### config.mk
export PLATFORM = sky130hd
export DESIGN_NAME = _split_gate_dict_flat
export DESIGN_NICKNAME = d
export VERILOG_FILES = /design/src/rtl/split_gate_dict_pkg.sv /design/src/rtl/split_gate_dict_if.sv /design/src/rtl/_split_gate_lane.sv /design/src/rtl/_split_gate_dict.sv /design/src/flat_wrapper.sv
export SDC_FILE = /design/constraint.sdc
export NUM_CORES = 1
export LEC_CHECK = 0
export CAP_MARGIN = 20
export CORE_AREA = 2 2 161 163
export DETAILED_ROUTE_END_ITERATION = 16
export DIE_AREA = 0 0 163 165
export PLACE_DENSITY = 0.81
export SYNTH_ARGS = -nofsm -noshare
export SYNTH_HDL_FRONTEND = slang
export SYNTH_SLANG_ARGS = --single-unit
### constraint.sdc
create_clock -name clk -period 1.75 [get_ports clk]
set_input_delay 0.35 -clock clk [delete_from_list [all_inputs] [get_ports clk]]
set_output_delay 0.35 -clock clk [all_outputs]
set_load 0.05 [all_outputs]
### src/rtl/split_gate_dict_pkg.sv
// Shared types and constants for the split-gate lanes.
package split_gate_dict_pkg;

    typedef enum logic [1:0] {
        SEL_DROP = 2'd0,
        SEL_W    = 2'd1,
        SEL_R    = 2'd2,
        SEL_BOTH = 2'd3
    } sel_t;

    typedef enum logic {
        ST_EMPTY = 1'b0,
        ST_FULL  = 1'b1
    } stage_t;

    localparam int unsigned DROP_CNT_W = 16;

endpackage

### src/rtl/split_gate_dict_if.sv
// Per-lane combined input and split w/r output channels, indexed by lane.
interface split_gate_dict_if #(
    parameter int NUM  = 4,
    parameter int BITS = 32
);
    logic [BITS-1:0] c           [NUM];
    logic [1:0]      c__sel      [NUM];
    logic            c__valid    [NUM];
    logic            c__ready    [NUM];
    logic [BITS-1:0] o__w        [NUM];
    logic [BITS-1:0] o__r        [NUM];
    logic            o__w__valid [NUM];
    logic            o__r__valid [NUM];
    logic            o__w__ready [NUM];
    logic            o__r__ready [NUM];

    modport master (
        output c, c__sel, c__valid, o__w__ready, o__r__ready,
        input  c__ready, o__w, o__r, o__w__valid, o__r__valid
    );

    modport slave (
        input  c, c__sel, c__valid, o__w__ready, o__r__ready,
        output c__ready, o__w, o__r, o__w__valid, o__r__valid
    );
endinterface

### src/rtl/_split_gate_lane.sv
// One lane: routes a combined word to a w stage, an r stage, both, or drops it.
// Optional drop counter under SPLIT_GATE_DICT_CNT_EN.
module _split_gate_lane
    import split_gate_dict_pkg::*;
#(
    parameter int BITS = 32
) (
    input  logic                  clk,
    input  logic                  rst,
    input  logic [BITS-1:0]       c_i,
    input  logic [1:0]            sel_i,
    input  logic                  valid_i,
    output logic                  ready_o,
    output logic [BITS-1:0]       w_o,
    output logic                  w_valid_o,
    input  logic                  w_ready_i,
    output logic [BITS-1:0]       r_o,
    output logic                  r_valid_o,
    input  logic                  r_ready_i
`ifdef SPLIT_GATE_DICT_CNT_EN
    ,
    output logic [DROP_CNT_W-1:0] drop_cnt_o
`endif
);

    stage_t          w_st_q, r_st_q;
    logic [BITS-1:0] w_q, r_q;
    sel_t            sel;
    logic            can_w, can_r, accept, load_w, load_r;

    // Broadcast waits until both stages can take the word, so it is never split.
    always_comb begin
        sel   = sel_t'(sel_i);
        can_w = (w_st_q == ST_EMPTY) || w_ready_i;
        can_r = (r_st_q == ST_EMPTY) || r_ready_i;
        case (sel)
            SEL_W:    ready_o = can_w;
            SEL_R:    ready_o = can_r;
            SEL_BOTH: ready_o = can_w & can_r;
            default:  ready_o = 1'b1;
        endcase
        accept = valid_i & ready_o;
        load_w = accept & ((sel == SEL_W) || (sel == SEL_BOTH));
        load_r = accept & ((sel == SEL_R) || (sel == SEL_BOTH));
    end

    always_ff @(posedge clk) begin
        if (rst) begin
            w_st_q <= ST_EMPTY;
            r_st_q <= ST_EMPTY;
            w_q    <= '0;
            r_q    <= '0;
        end else begin
            if (load_w) begin
                w_st_q <= ST_FULL;
                w_q    <= c_i;
            end else if (w_ready_i) begin
                w_st_q <= ST_EMPTY;
            end
            if (load_r) begin
                r_st_q <= ST_FULL;
                r_q    <= c_i;
            end else if (r_ready_i) begin
                r_st_q <= ST_EMPTY;
            end
        end
    end

    assign w_o       = w_q;
    assign r_o       = r_q;
    assign w_valid_o = (w_st_q == ST_FULL);
    assign r_valid_o = (r_st_q == ST_FULL);

`ifdef SPLIT_GATE_DICT_CNT_EN
    logic [DROP_CNT_W-1:0] cnt_q, cnt_d;

    always_comb begin
        cnt_d = cnt_q;
        if (accept && (sel == SEL_DROP) && (cnt_q != '1)) begin
            cnt_d = cnt_q + 1'b1;
        end
    end

    always_ff @(posedge clk) begin
        if (rst) begin
            cnt_q <= '0;
        end else begin
            cnt_q <= cnt_d;
        end
    end

    assign drop_cnt_o = cnt_q;
`endif

endmodule

### src/rtl/_split_gate_dict.sv
// NUM independent split lanes behind one bus interface.
// Drop counters present only when SPLIT_GATE_DICT_CNT_EN is defined.
module _split_gate_dict
    import split_gate_dict_pkg::*;
#(
    parameter int NUM  = 4,
    parameter int BITS = 32
) (
    input  logic                  clk,
    input  logic                  rst,
    split_gate_dict_if.slave      bus
`ifdef SPLIT_GATE_DICT_CNT_EN
    ,
    output logic [DROP_CNT_W-1:0] drop_cnt [NUM]
`endif
);

    for (genvar k = 0; k < NUM; k++) begin : g_lane
        _split_gate_lane #(
            .BITS(BITS)
        ) u_lane (
            .clk       (clk),
            .rst       (rst),
            .c_i       (bus.c[k]),
            .sel_i     (bus.c__sel[k]),
            .valid_i   (bus.c__valid[k]),
            .ready_o   (bus.c__ready[k]),
            .w_o       (bus.o__w[k]),
            .w_valid_o (bus.o__w__valid[k]),
            .w_ready_i (bus.o__w__ready[k]),
            .r_o       (bus.o__r[k]),
            .r_valid_o (bus.o__r__valid[k]),
            .r_ready_i (bus.o__r__ready[k])
`ifdef SPLIT_GATE_DICT_CNT_EN
            ,
            .drop_cnt_o(drop_cnt[k])
`endif
        );
    end

endmodule
### src/flat_wrapper.sv
// flat-port wrapper written by rule: the top's interface ports become plain ports
module _split_gate_dict_flat import split_gate_dict_pkg::*;
#(
    parameter int NUM  = 4,
    parameter int BITS = 32
)
  (clk, rst, bus_c, bus_c__sel, bus_c__valid, bus_o__w__ready, bus_o__r__ready, bus_c__ready, bus_o__w, bus_o__r, bus_o__w__valid, bus_o__r__valid);
  split_gate_dict_if #(.NUM(NUM), .BITS(BITS)) bus_i ();
  input  logic clk;
  input  logic rst;
  input wire logic [$bits(bus_i.c)-1:0] bus_c;
  input wire logic [$bits(bus_i.c__sel)-1:0] bus_c__sel;
  input wire logic [$bits(bus_i.c__valid)-1:0] bus_c__valid;
  input wire logic [$bits(bus_i.o__w__ready)-1:0] bus_o__w__ready;
  input wire logic [$bits(bus_i.o__r__ready)-1:0] bus_o__r__ready;
  output wire logic [$bits(bus_i.c__ready)-1:0] bus_c__ready;
  output wire logic [$bits(bus_i.o__w)-1:0] bus_o__w;
  output wire logic [$bits(bus_i.o__r)-1:0] bus_o__r;
  output wire logic [$bits(bus_i.o__w__valid)-1:0] bus_o__w__valid;
  output wire logic [$bits(bus_i.o__r__valid)-1:0] bus_o__r__valid;
  assign bus_i.c = {>>{bus_c}};
  assign bus_i.c__sel = {>>{bus_c__sel}};
  assign bus_i.c__valid = {>>{bus_c__valid}};
  assign bus_i.o__w__ready = {>>{bus_o__w__ready}};
  assign bus_i.o__r__ready = {>>{bus_o__r__ready}};
  assign bus_c__ready = {>>{bus_i.c__ready}};
  assign bus_o__w = {>>{bus_i.o__w}};
  assign bus_o__r = {>>{bus_i.o__r}};
  assign bus_o__w__valid = {>>{bus_i.o__w__valid}};
  assign bus_o__r__valid = {>>{bus_i.o__r__valid}};
  _split_gate_dict #(.NUM(NUM), .BITS(BITS)) u_core (.clk(clk), .rst(rst), .bus(bus_i));
endmodule
==> metrics.yaml <==
clkTransAtPathRegs_ns: 0.06
worstMarginPinSlew_ns: 0.465
synth_area_leaders: "dfxtp_1, mux2i_1, nand2b_1, buf_6, clkbuf_1"
max_slew_margin_pct: 69.0
syn_area_per_cell_um2: 10.9
seq_area_frac_synth_pct: 47.1
row_count: 58
cts_root_buffer: "clkbuf_16"
hold-worst-slack_ns: 0.250
antenna_found_initial: 0
p_total_mw: 15.5
cp_num_buf_inv: 1
grt_max_degree: 100
crit_type: "reg2out"
synth_cells: 1029
clk_latency_ns: 0.53
dp_hpwl_mm: 21.7
hold_class: "in2reg"
dieArea_um2: 26900
area_delta_synth_final_pct: 41.6
grt-ovfl-total: 0
drtPass1Iterations: 4
intPower_mw: 11.1
status: "finished clean"
post-route-period-util_pct: 95.4
yosysUniqueCellTypes: 20
startpoint_type: "flip-flop"
critPathSlowestCell: "dfxtp_2"
drtIter0Drc: 389
synthFlopType: "dfxtp_1"
gr-usage-all-layers_pct: 20.9
grt_pass1_wl_mm: 45.1
ys_warn_count: 0
drc: 0
synth_commonest_cells: "nand2b_1, dfxtp_1, mux2i_1"
synthMostInstantiatedCell: "nand2b_1"
crit_fanout: 4
fmax_ghz: 0.599
wl_mm: 29.3
finalHoldViolCount: 0
dr_total_vias: 8382
core_um2: 25000
synth_nets: 1179
ios: 418
cpLargestDelayFamily: "flip-flops"
grt_pass1_vias: 8567
min_period_ns: 1.67
cellLeakagePower_nw: 7.16
p_sw_mw: 4.45
htree_levels: 1
clockBufferDepth: 3
cap_viol_max_count: 0
combPwrFrac_pct: 20.2
wire_per_inst_um: 16.6
die_h_um: 165
yosys.area.top_type: "dfxtp_1"
final-setup-viol-count: 0
rsz0062_at_grt: "no"
start_util_pct: 44.9
die_w_um: 163
pwr-share-seq_pct: 42.0
power_frac_clock_pct: 37.8
via_per_inst: 4.73
post-cts-setup-buffer-count: 0
cts_made_buffers: 28
yosysTopAreaCellShare_pct: 47.1
fin_nets: 1571
drv_slew: 0
critPathArrivalTime_ns: 1.32
antenna_cells: 0
drive_gt1_share_pct: 24.8
dpl.cell_count: 1721
async_flop_share_pct: 0
cp.required_ns: 1.40
swShare_pct: 28.6
setup.worst_path.end_class: "output port"
crit_path_cell_trace: "nand2b_4 > o21a_1 > buf_12"
fin_util_pct: 63.5
cts_tree: "built"
antenna_left: 0
cts_sinks: 264
fin_skew_ns: 0.00988
power_density_nw_per_um2: 978
layoutNonFillerInstCount: 1772
slowest_delay_ns: 0.35
vdd_drop_max_mv: 0.663
synth_edf_count: 0
port_buffers: 417
ys_ff_latch: 264
syn_area_um2: 11200
routabilityCongestion: 0.818
## through the flow
step	setup slack [ns]	cell area [µm²]	TNS (ns)
5_1_grt	0.0139	15900	0
3_3_place_gp	0.0400	15000	0
6_report	0.0808	15900	0
4_1_cts	0.00767	15900	0
2_1_floorplan	0.495	11200	0
3_5_place_dp	-0.0119	15000	-0.0264
## what timing repair did
| item | CTS | global route |
|---|---|---|
| endpoints found under the setup margin | 0 | 4 |
| hold buffers | 0 | 0 |
| gates resized for setup | 0 | 6 |
## metal layers
| metal | routed length [µm] | share of wire, % | global-route usage [%] | up-vias |
|---|---|---|---|---|
| met5 | 0 | 0 | 0 | - |
| met4 | 1150 | 3.9 | 8.41 | 0 |
| met3 | 2100 | 7.2 | 5.30 | 69 |
| met2 | 14600 | 50 | 37.5 | 285 |
| met1 | 11500 | 39 | 23.6 | 3885 |
| li1 | - | - | - | 4143 |
## power by group through the flow
stage | logic (mW) | registers (mW) | clock network, mW
2_1_floorplan | 0.991 | 7.71 | 0
3_3_place_gp | 3.13 | 6.64 | 0
3_5_place_dp | 3.16 | 6.65 | 0
4_1_cts | 3.16 | 6.52 | 6.04
5_1_grt | 3.29 | 6.56 | 6.28
6_report | 3.14 | 6.52 | 5.88
## worst min-delay path, cell delays in order
cell      delay (ns)
buf_6           0.13
nand2b_1        0.16
mux2i_1         0.08
## cell usage in the layout (no fill, tap or decap), types with 2 or more instances in the layout
cell type and instances:
clkbuf_8 4, clkinv_2 4, nand3b_1 5, a21oi_1 5, clkdlybuf4s50_1 148, dfxtp_2 5
o21a_1 3, nand2b_4 3, clkbuf_1 10, bufinv_16 2, mux2i_1 256, inv_1 6
nand4_1 2, o21ba_2 3, clkbuf_16 29, nand2b_1 389, buf_4 278, o2111ai_4 3
and4_4 3, clkinvlp_4 2, buf_12 19, dfxtp_1 259
## kinds of logic (layout without fill, tap and decap cells)
family                 count (synthesis)  in the layout  synth area share [%]
AND/OR/NAND/NOR                      405            405                  23.0
flip-flops                           264            264                  47.1
multiplexers                         256            256                  22.8
buffers and inverters                 90            503                  5.73
AO/OA/AOI/OAI                         14             14                  1.39
## flip-flops by register name, indices dropped and copies added (netlist names)
| register | cells |
|---|---|
| u_core.g_lane.u_lane.r_o | 128 |
| u_core.g_lane.u_lane.w_valid_o | 4 |
| u_core.g_lane.u_lane.w_o | 128 |
| u_core.g_lane.u_lane.r_valid_o | 4 |
## final timing paths
check / start / endpoint / slack, ns / depth (start not counted)
hold reg to reg: u_core.g_lane[0].u_lane.w_o[0] / u_core.g_lane[0].u_lane.w_o[0] / 0.47 / 2
hold / removal: rst / u_core.g_lane[1].u_lane.r_o[30] / 0.25 / 3
setup reg to reg: u_core.g_lane[2].u_lane.r_valid_o / u_core.g_lane[2].u_lane.w_o[20] / 0.51 / 4
setup / recovery: u_core.g_lane[0].u_lane.w_valid_o / bus_c__ready[3] / 0.08 / 3
## layout make-up
type                       instances  area (µm²)
clock inverter                     8        95.1
timing repair buffer             446        3960
clock buffer                      43         818
sequential                       264        5290
multi-input combinational        675        5310
inverter                           6        22.5
fill                            2021        9130
tap                              330         413
Power figures use the tool's default switching activity.
==> RTL edit, RTL diff (same settings) <==
`NUM` is set to 4 in 3 places; all go to 2.
--- a/src/rtl/split_gate_dict_if.sv
+++ b/src/rtl/split_gate_dict_if.sv
@@ -2,3 +2,3 @@
 interface split_gate_dict_if #(
-    parameter int NUM  = 4,
+    parameter int NUM  = 2,
     parameter int BITS = 32
--- a/src/rtl/_split_gate_dict.sv
+++ b/src/rtl/_split_gate_dict.sv
@@ -5,3 +5,3 @@
 #(
-    parameter int NUM  = 4,
+    parameter int NUM  = 2,
     parameter int BITS = 32
--- a/src/flat_wrapper.sv
+++ b/src/flat_wrapper.sv
@@ -3,3 +3,3 @@
 #(
-    parameter int NUM  = 4,
+    parameter int NUM  = 2,
     parameter int BITS = 32
Interface: changed (10 resized); port bits go from 418 to 210. The function was not compared with the original's and may differ.
==> RTL edit against the original RTL <==
Cell area is 48% lower. Sequential cell count decreased by 132. Worst setup slack worse by 5.2 ps. Critical endpoint is now bus_c__ready[0]. Synthesized area down 50%. Core utilization down 30 points. Sequential power fell by 50%. Wire length is 51% lower. Total power shrank 46%. Maximum frequency fell by 0.31%.
==> RTL edit: results (changes against the original RTL) <==
Outcome
  • Status: finished clean (unchanged)

Global route
  • Antenna violations before repair: 1 (was 0)
  • GR Util All Layers: 0.1078 (was 0.2087)
  • Vias in the first global route: 4293 (was 8567)
  • Largest net degree at the start of global routing: 64 (was 100)

Pwr
  • Clock Power: 0.00363 W (was 0.00588 W)
  • Leakage: 3.658 nW (was 7.163 nW)
  • Psw: 0.002294 W (was 0.004453 W)

Routing
  • DR WL/cell: 13.72 µm (was 16.55 µm)
  • Routed via count: 4191 (was 8382)
  • Via/cell ratio: 3.969 (was 4.730)

Clocking
  • Clk buf depth: 2 (was 3)
  • Worst-Skew Late Latency: 410 ps (was 530 ps)
  • Cts bufs inserted: 17 (was 28)

Critical path
  • Crit path launch: bus_o__w__ready[0] (was u_core.g_lane[0].u_lane.w_valid_o)
  • Crit Path Max Fanout: 3 (was 4)
  • Slowest library cell on the worst path: clkdlybuf4s50_1 (was dfxtp_2)
  • Internal reg-to-reg setup slack: 470 ps (was 510 ps)
  • CP peak stage delay: 420 ps (was 350 ps)
  • Delay-heaviest family, CP: buffers and inverters (was flip-flops)

Final layout
  • Nets: 792 (was 1571)
  • Layout cells sized above 1: 0.2510 (was 0.2483)
  • Fillers: 2506 (was 2021)

Synth
  • Syn nets: 590 (was 1179)
  • Synth area leaders: dfxtp_1, mux2i_1, nand2b_1, buf_6, clkbuf_1 (unchanged)
  • Sequential cell area fraction in the yosys report: 0.4724 (was 0.4706)
  • Mean Syn Cell Area: 10.88 µm² (was 10.91 µm²)
  • Compound-gate portion of the synthesized area: 0.01051 (was 0.01393)
  • Yosys cell types: 19 (was 20)

Place
  • Gpl congestion: 0.7602 (was 0.8177)
  • Port Buffer Count: 209 (was 417)
  • Dpl ws: -38.42 ps (was -11.93 ps)
  • Dpl cells: 1027 (was 1721)
  • Placement Cell Area: 7726 µm² (was 14980 µm²)

Timing
  • WHS: 458.8 ps (was 250.5 ps)
  • Worst Tran Pin Value: 290.9 ps (was 464.9 ps)
==> RTL edit: cell types whose count changed after synthesis, moves of 4 or more <==
| cell | change |
|---|---|
| inv_1 | -4 |
| mux2i_1 | -128 |
| nand2b_1 | -194 |
| dfxtp_1 | -132 |
| buf_2 | -6 |
| clkbuf_1 | -20 |
| buf_6 | -8 |
==> RTL edit: area by class of cell <==
type | count | area (µm²) | share of cell area
multi-input combinational | 339 | 2649 | 0.3184
sequential | 132 | 2643 | 0.3176
timing repair buffer | 224 | 2017 | 0.2424
clock buffer | 23 | 488.0 | 0.05866
tap | 330 | 412.9 | 0.04963
clock inverter | 5 | 100.1 | 0.01203
inverter | 2 | 7.507 | 0.0009024
antenna | 1 | 2.502 | 0.0003008
==> RTL edit: layer usage <==
metal | up-vias | part of all wire | track usage
met1 | 1944 | 0.43 | 0.1257
met5 | - | 0 | 0
met3 | 13 | 0.088 | 0.04696
met2 | 152 | 0.48 | 0.1776
met4 | 0 | 0.011 | 0.03540
li1 | 2082 | - | -
